[src/rtl/ppl_pkg.sv]
// Shared widths, frame-size helper and frame FSM encoding for the ray-pipeline pixel sink.
package ppl_pkg;

    localparam int FB_ADDR_W  = 20;
    localparam int TEX_ADDR_W = 13;
    localparam int TEXEL_W    = 16;

    typedef enum logic {
        WAIT_FIRST = 1'b0,
        IN_FRAME   = 1'b1
    } frame_state_t;

    function automatic int unsigned FRAME_PIXELS(input int unsigned h, input int unsigned v);
        return h * v;
    endfunction

endpackage

[src/rtl/ppl_sync_fifo.sv]
// Synchronous first-word-fall-through FIFO with a registered head; push while full is
// accepted when a pop happens in the same cycle.
module ppl_sync_fifo #(
    parameter int WIDTH = 36,
    parameter int DEPTH = 16
) (
    input  logic                     clk,
    input  logic                     rst,
    input  logic                     push,
    input  logic [WIDTH-1:0]         din,
    input  logic                     pop,
    output logic [WIDTH-1:0]         dout,
    output logic                     empty,
    output logic                     full,
    output logic [$clog2(DEPTH):0]   level
);

    localparam int AW = $clog2(DEPTH);

    logic [WIDTH-1:0] mem [DEPTH];
    logic [AW-1:0]    wr_ptr;
    logic [AW-1:0]    rd_ptr;
    logic [AW-1:0]    rd_next;
    logic [AW:0]      count;
    logic             push_ok;
    logic             pop_ok;

    assign empty   = (count == '0);
    assign full    = (count == (AW+1)'(DEPTH));
    assign pop_ok  = pop && !empty;
    assign push_ok = push && (!full || pop_ok);
    assign rd_next = pop_ok ? rd_ptr + 1'b1 : rd_ptr;
    assign level   = count;

    always_ff @(posedge clk) begin
        if (push_ok) begin
            mem[wr_ptr] <= din;
        end
    end

    // Head register is loaded with whatever becomes the head next cycle, bypassing din
    // when the incoming word lands directly at the new head slot.
    always_ff @(posedge clk) begin
        if (rst) begin
            wr_ptr <= '0;
            rd_ptr <= '0;
            count  <= '0;
            dout   <= '0;
        end else begin
            if (push_ok) begin
                wr_ptr <= wr_ptr + 1'b1;
            end
            rd_ptr <= rd_next;
            case ({push_ok, pop_ok})
                2'b10:   count <= count + 1'b1;
                2'b01:   count <= count - 1'b1;
                default: count <= count;
            endcase
            dout <= (push_ok && (wr_ptr == rd_next)) ? din : mem[rd_next];
        end
    end

endmodule

[src/rtl/ppl_pixel_sink.sv]
// Pixel sink: fetches the texel for each pipeline result, buffers {addr, texel} and drains it
// to the framebuffer write port, tracking drops and frame completion.
module ppl_pixel_sink
    import ppl_pkg::*;
#(
    parameter int H_DISP     = 1280,
    parameter int V_DISP     = 720,
    parameter int FIFO_DEPTH = 16,
    parameter int TEX_LAT    = 1
) (
    input  logic                            clk_ppl,
    input  logic                            rst,
    input  logic                            valid_in,
    input  logic [FB_ADDR_W-1:0]            pixel_addr_in,
    input  logic [TEX_ADDR_W-1:0]           texture_addr_in,
    output logic                            tex_rd_en,
    output logic [TEX_ADDR_W-1:0]           tex_rd_addr,
    input  logic [TEXEL_W-1:0]              tex_rd_data,
    output logic                            fb_wr_valid,
    input  logic                            fb_wr_ready,
    output logic [FB_ADDR_W-1:0]            fb_wr_addr,
    output logic [TEXEL_W-1:0]              fb_wr_data,
    output logic [$clog2(FIFO_DEPTH):0]     fifo_level,
    output logic                            overflow,
    output logic [15:0]                     drop_cnt,
    output logic                            frame_done
);

    localparam int unsigned           FRAME_PX  = FRAME_PIXELS(H_DISP, V_DISP);
    localparam logic [FB_ADDR_W-1:0]  LAST_ADDR = FB_ADDR_W'(FRAME_PX - 1);

    logic                 vld_p0, vld_p1;
    logic [FB_ADDR_W-1:0] addr_p0, addr_p1;
    logic                 vld_al;
    logic [FB_ADDR_W-1:0] addr_al;
    logic                 in_range;
    logic                 push_req;
    logic                 pop;
    logic                 fifo_empty;
    logic                 fifo_full;
    logic                 drop;
    frame_state_t         state_q, state_d;

    assign tex_rd_en   = valid_in;
    assign tex_rd_addr = texture_addr_in;

    // Stage p0/p1: delay the pixel address to line up with the ROM read data
    always_ff @(posedge clk_ppl) begin
        if (rst) begin
            vld_p0 <= 1'b0;
            vld_p1 <= 1'b0;
        end else begin
            vld_p0 <= valid_in;
            vld_p1 <= vld_p0;
        end
    end

    always_ff @(posedge clk_ppl) begin
        addr_p0 <= pixel_addr_in;
        addr_p1 <= addr_p0;
    end

    assign vld_al   = (TEX_LAT == 2) ? vld_p1 : vld_p0;
    assign addr_al  = (TEX_LAT == 2) ? addr_p1 : addr_p0;
    assign in_range = ({{(32-FB_ADDR_W){1'b0}}, addr_al} < FRAME_PX);
    assign push_req = vld_al && in_range;

    assign fb_wr_valid = !fifo_empty;
    assign pop         = fb_wr_valid && fb_wr_ready;
    assign drop        = push_req && fifo_full && !pop;

    ppl_sync_fifo #(
        .WIDTH (FB_ADDR_W + TEXEL_W),
        .DEPTH (FIFO_DEPTH)
    ) u_fifo (
        .clk   (clk_ppl),
        .rst   (rst),
        .push  (push_req),
        .din   ({addr_al, tex_rd_data}),
        .pop   (pop),
        .dout  ({fb_wr_addr, fb_wr_data}),
        .empty (fifo_empty),
        .full  (fifo_full),
        .level (fifo_level)
    );

    always_ff @(posedge clk_ppl) begin
        if (rst) begin
            overflow <= 1'b0;
            drop_cnt <= '0;
        end else if (drop) begin
            overflow <= 1'b1;
            if (drop_cnt != 16'hFFFF) begin
                drop_cnt <= drop_cnt + 1'b1;
            end
        end
    end

    always_ff @(posedge clk_ppl) begin
        if (rst) begin
            state_q <= WAIT_FIRST;
        end else begin
            state_q <= state_d;
        end
    end

    // Address 0 while already in a frame simply restarts it; only IN_FRAME can complete.
    always_comb begin
        state_d    = state_q;
        frame_done = 1'b0;
        case (state_q)
            WAIT_FIRST: begin
                if (pop && (fb_wr_addr == '0)) begin
                    state_d = IN_FRAME;
                end
            end
            IN_FRAME: begin
                if (pop && (fb_wr_addr == LAST_ADDR)) begin
                    state_d    = WAIT_FIRST;
                    frame_done = 1'b1;
                end
            end
            default: state_d = WAIT_FIRST;
        endcase
    end

endmodule

[config.mk]
export PLATFORM = sky130hd
export DESIGN_NAME = ppl_pixel_sink
export DESIGN_NICKNAME = d
export VERILOG_FILES = /design/src/rtl/ppl_pkg.sv /design/src/rtl/ppl_sync_fifo.sv /design/src/rtl/ppl_pixel_sink.sv
export SDC_FILE = /design/constraint.sdc
export NUM_CORES = 1
export LEC_CHECK = 0
export ABC_AREA = 1
export CAP_MARGIN = 30
export CELL_PAD_IN_SITES_DETAIL_PLACEMENT = 1
export CELL_PAD_IN_SITES_GLOBAL_PLACEMENT = 1
export CORE_MARGIN = 5
export CORE_UTILIZATION = 45
export DETAILED_ROUTE_END_ITERATION = 8
export GPL_TIMING_DRIVEN = 0
export PLACE_DENSITY_LB_ADDON = 0.1
export SYNTH_ARGS = -nofsm -noshare
export SYNTH_HDL_FRONTEND = slang
export SYNTH_SLANG_ARGS = --single-unit
[constraint.sdc]
create_clock -name clk_ppl -period 6.5 [get_ports clk_ppl]
set_input_delay 0.65 -clock clk_ppl [delete_from_list [all_inputs] [get_ports clk_ppl]]
set_output_delay 0.65 -clock clk_ppl [all_outputs]
set_load 0.1 [all_outputs]
==> out/metrics.cfg <==
[status]
status=finished, final reports clean

[logic_synthesis]
synth_seq_cells=664
async_flop_share_pct=0
synth-main-ff-cell=edfxtp_1
synth-edff-count=576
synth_fp_nets=2856
synth_most_common_cell=nand3_1
synth_cells=2793
synth_area_leaders=edfxtp_1 (61%), nand3_1 (12%), nand2_1 (8.8%)
yosys.area.top_type=edfxtp_1
syn_avg_cell_area_um2=10.2
synth_top_cell_area_share_pct=60.6
synth_area_mm2=0.0285
ys_types=36
synth_warnings=0
synth-seq-area-share_pct=66.8
synth_common_cells=nand3_1 (698), nand2_1 (671), edfxtp_1 (576)

[clocking]
cts_sinks=664
cts.repair.resized=0
path_clk_slew_ps=60
numCtsBuffers=73
cts_tree=built
cts_setup_buffers=0
hold_buffers=0
htree_levels=3
root_buffer=clkbuf_16
cts_max_path_buffers=3
insertion_delay_ps=630

[setup_path]
endpoint_kind=primary output
worst-path-stages=4
cp_top_family=buffers and inverters
worst_setup_path_start_kind=register
crit_path_top_delay_cell=clkdlybuf4s50_1
crit_fanout=3
cp_cell_sequence=nand4_1 > nand3b_1 > nor4_1 > clkdlybuf4s50_1
required_ps=5850
cpPeakStageDelay_ps=1220
worstPathArrival_ps=3280
path_class=register to primary output
r2r_cells=10
worst-path-buf-inv=1

[final_layout]
drive_gt1_share_pct=9.51
area_growth_pct=17.8
multi_input_area_mm2=0.00729
nets=3063
nFillCells=6861
final-seq-area_mm2=0.0191
n_antenna_cell=0

[routing]
post-route-drc-count=0
drtPass1Iterations=5
drt_iter0_markers=2201
vias=22100
wirelength_mm=100
via_per_inst=5.65
wl_per_cell_um=25.7
antenna_left=0

[power_and_ir_drop]
irDropWorstVdd_v=0.000366
p_seq_share_pct=31.4
p_leak_nw=13.8
combPwrFrac_pct=42.0
cellPowerDensity_mw_per_mm2=468
internal-power_mw=8.89
p_sw_mw=6.85
clockPowerShare_pct=26.6
p_total_mw=15.7
p_sw_share_pct=43.5

[worst_hold_path]
holdPathStages=1
hp-class=register to register

[flow_run]
cap_viol_max_count=0

[timing]
period_needed_ps=3930
max_freq_ghz=0.254
hold_viol=0
fin_skew_ps=25.8
final-max-slew-violation-count=0
tightest_slew_ps=1110
setup_violations=0
setup_tns_ps=0
layout_worst_path_cycle_share_pct=60.5
slew_headroom_pct=25.8
rsz0062_at_grt=false

[grt]
grt_pass1_vias=23100
grt_max_degree=27
grt_overflow_total=0
grt_usage_pct=28.9
grt_pass1_wl_mm=146
antenna_found_initial=3

[floorplanning]
pin_count=127
initial_core_util_pct=45.3
die_w_um=262
design.core.area_mm2=0.0630
die_y_um=262
die-area_mm2=0.0686
fp-row-count=92

[placed_design]
io_buffers=112
place_congestion=0.846
detailed_place_hpwl_mm=66.9

[final timing paths]
kind,start,to,slack [ps]
setup / recovery,u_fifo.dout[20],frame_done,2570
hold / removal,state_q,state_q,470
setup reg to reg,addr_al[15],u_fifo.mem[11][2],3140
hold reg to reg,state_q,state_q,470
[power groups by stage]
stage          Clock, mW  Combinational, mW  Sequential, mW
3_3_place_gp           0               6.31            5.02
6_report            4.19               6.61            4.94
5_1_grt             4.42               7.02            4.95
2_1_floorplan          0               3.29            5.71
4_1_cts             4.22               6.55            4.93
3_5_place_dp           0               6.49            5.02
[area by class of cell]
cell class              instances  area share [%]
well taps                     846            3.15
clock inverters                30           0.819
repair buffers                132            4.50
inverters                     362            4.04
multi-input cells            1589            21.7
flip-flops and latches        664            56.7
plain buffers                 178            2.83
clock buffers                 104            6.28
[registers in the layout, summed over array words and instances, names as in the netlist]
name / flops
u_fifo.dout: 36
u_fifo.level: 5
drop_cnt: 16
u_fifo.wr_ptr: 4
u_fifo.mem: 576
state_q: 1
overflow: 1
vld_al: 1
u_fifo.rd_ptr: 4
addr_al: 20
[layer usage]
layer / track usage (%) / vias up / part of all wire, %
met1: 37.3 / 11200 / 40
met3: 5.88 / 207 / 8.1
met5: 0 / - / 0
li1: - / 9737 / -
met2: 48.3 / 948 / 48
met4: 11.5 / 0 / 4.0
[cell usage in the layout (no fill, tap or decap), types with 2 or more instances in the layout]
cell / count
inv_2: 4
inv_1: 357
a21oi_1: 22
xnor2_1: 2
buf_12: 15
nor3_1: 10
nand3b_1: 3
clkinv_1: 9
ha_1: 9
nand4_1: 10
nor2_2: 5
clkinv_2: 14
nor2_4: 16
dfxtp_1: 88
buf_1: 9
buf_8: 2
buf_6: 5
clkbuf_1: 55
xor2_1: 6
buf_4: 33
o21a_1: 2
nor2_1: 101
clkbuf_8: 4
nand3_1: 698
clkbuf_16: 79
buf_2: 98
nor3b_1: 2
edfxtp_1: 576
a211oi_1: 2
o21ai_0: 12
nor4_1: 8
bufinv_16: 5
nand2_1: 671
clkdlybuf4s50_1: 112
buf_16: 2
inv_6: 2
[through the flow]
step	worst slack (ps)	cell area [µm²]	utilization (%)	hold slack [ps]	std cells
after global routing	2500	33600	53.4	468	3905
final	2570	33600	53.4	469	3905
after detailed placement	2790	31200	49.6	455	3771
after global placement	71.0	30700	48.8	450	3751
after CTS	2610	33600	53.4	457	3905
after floorplan	1040	28500	-	441	2793
[cell families after synthesis]
kind of cell               after synthesis  share of synthesized area (%)
adders and majority gates               10                          0.465
buffers and inverters                  540                           8.09
AOI/OAI and AO/OA                       42                          0.802
DFF                                    664                           66.8
and+or+nand+nor                       1529                           23.6
xor gates and xnor gates                 8                          0.246
Note: power is estimated with default switching activity, not from simulation.
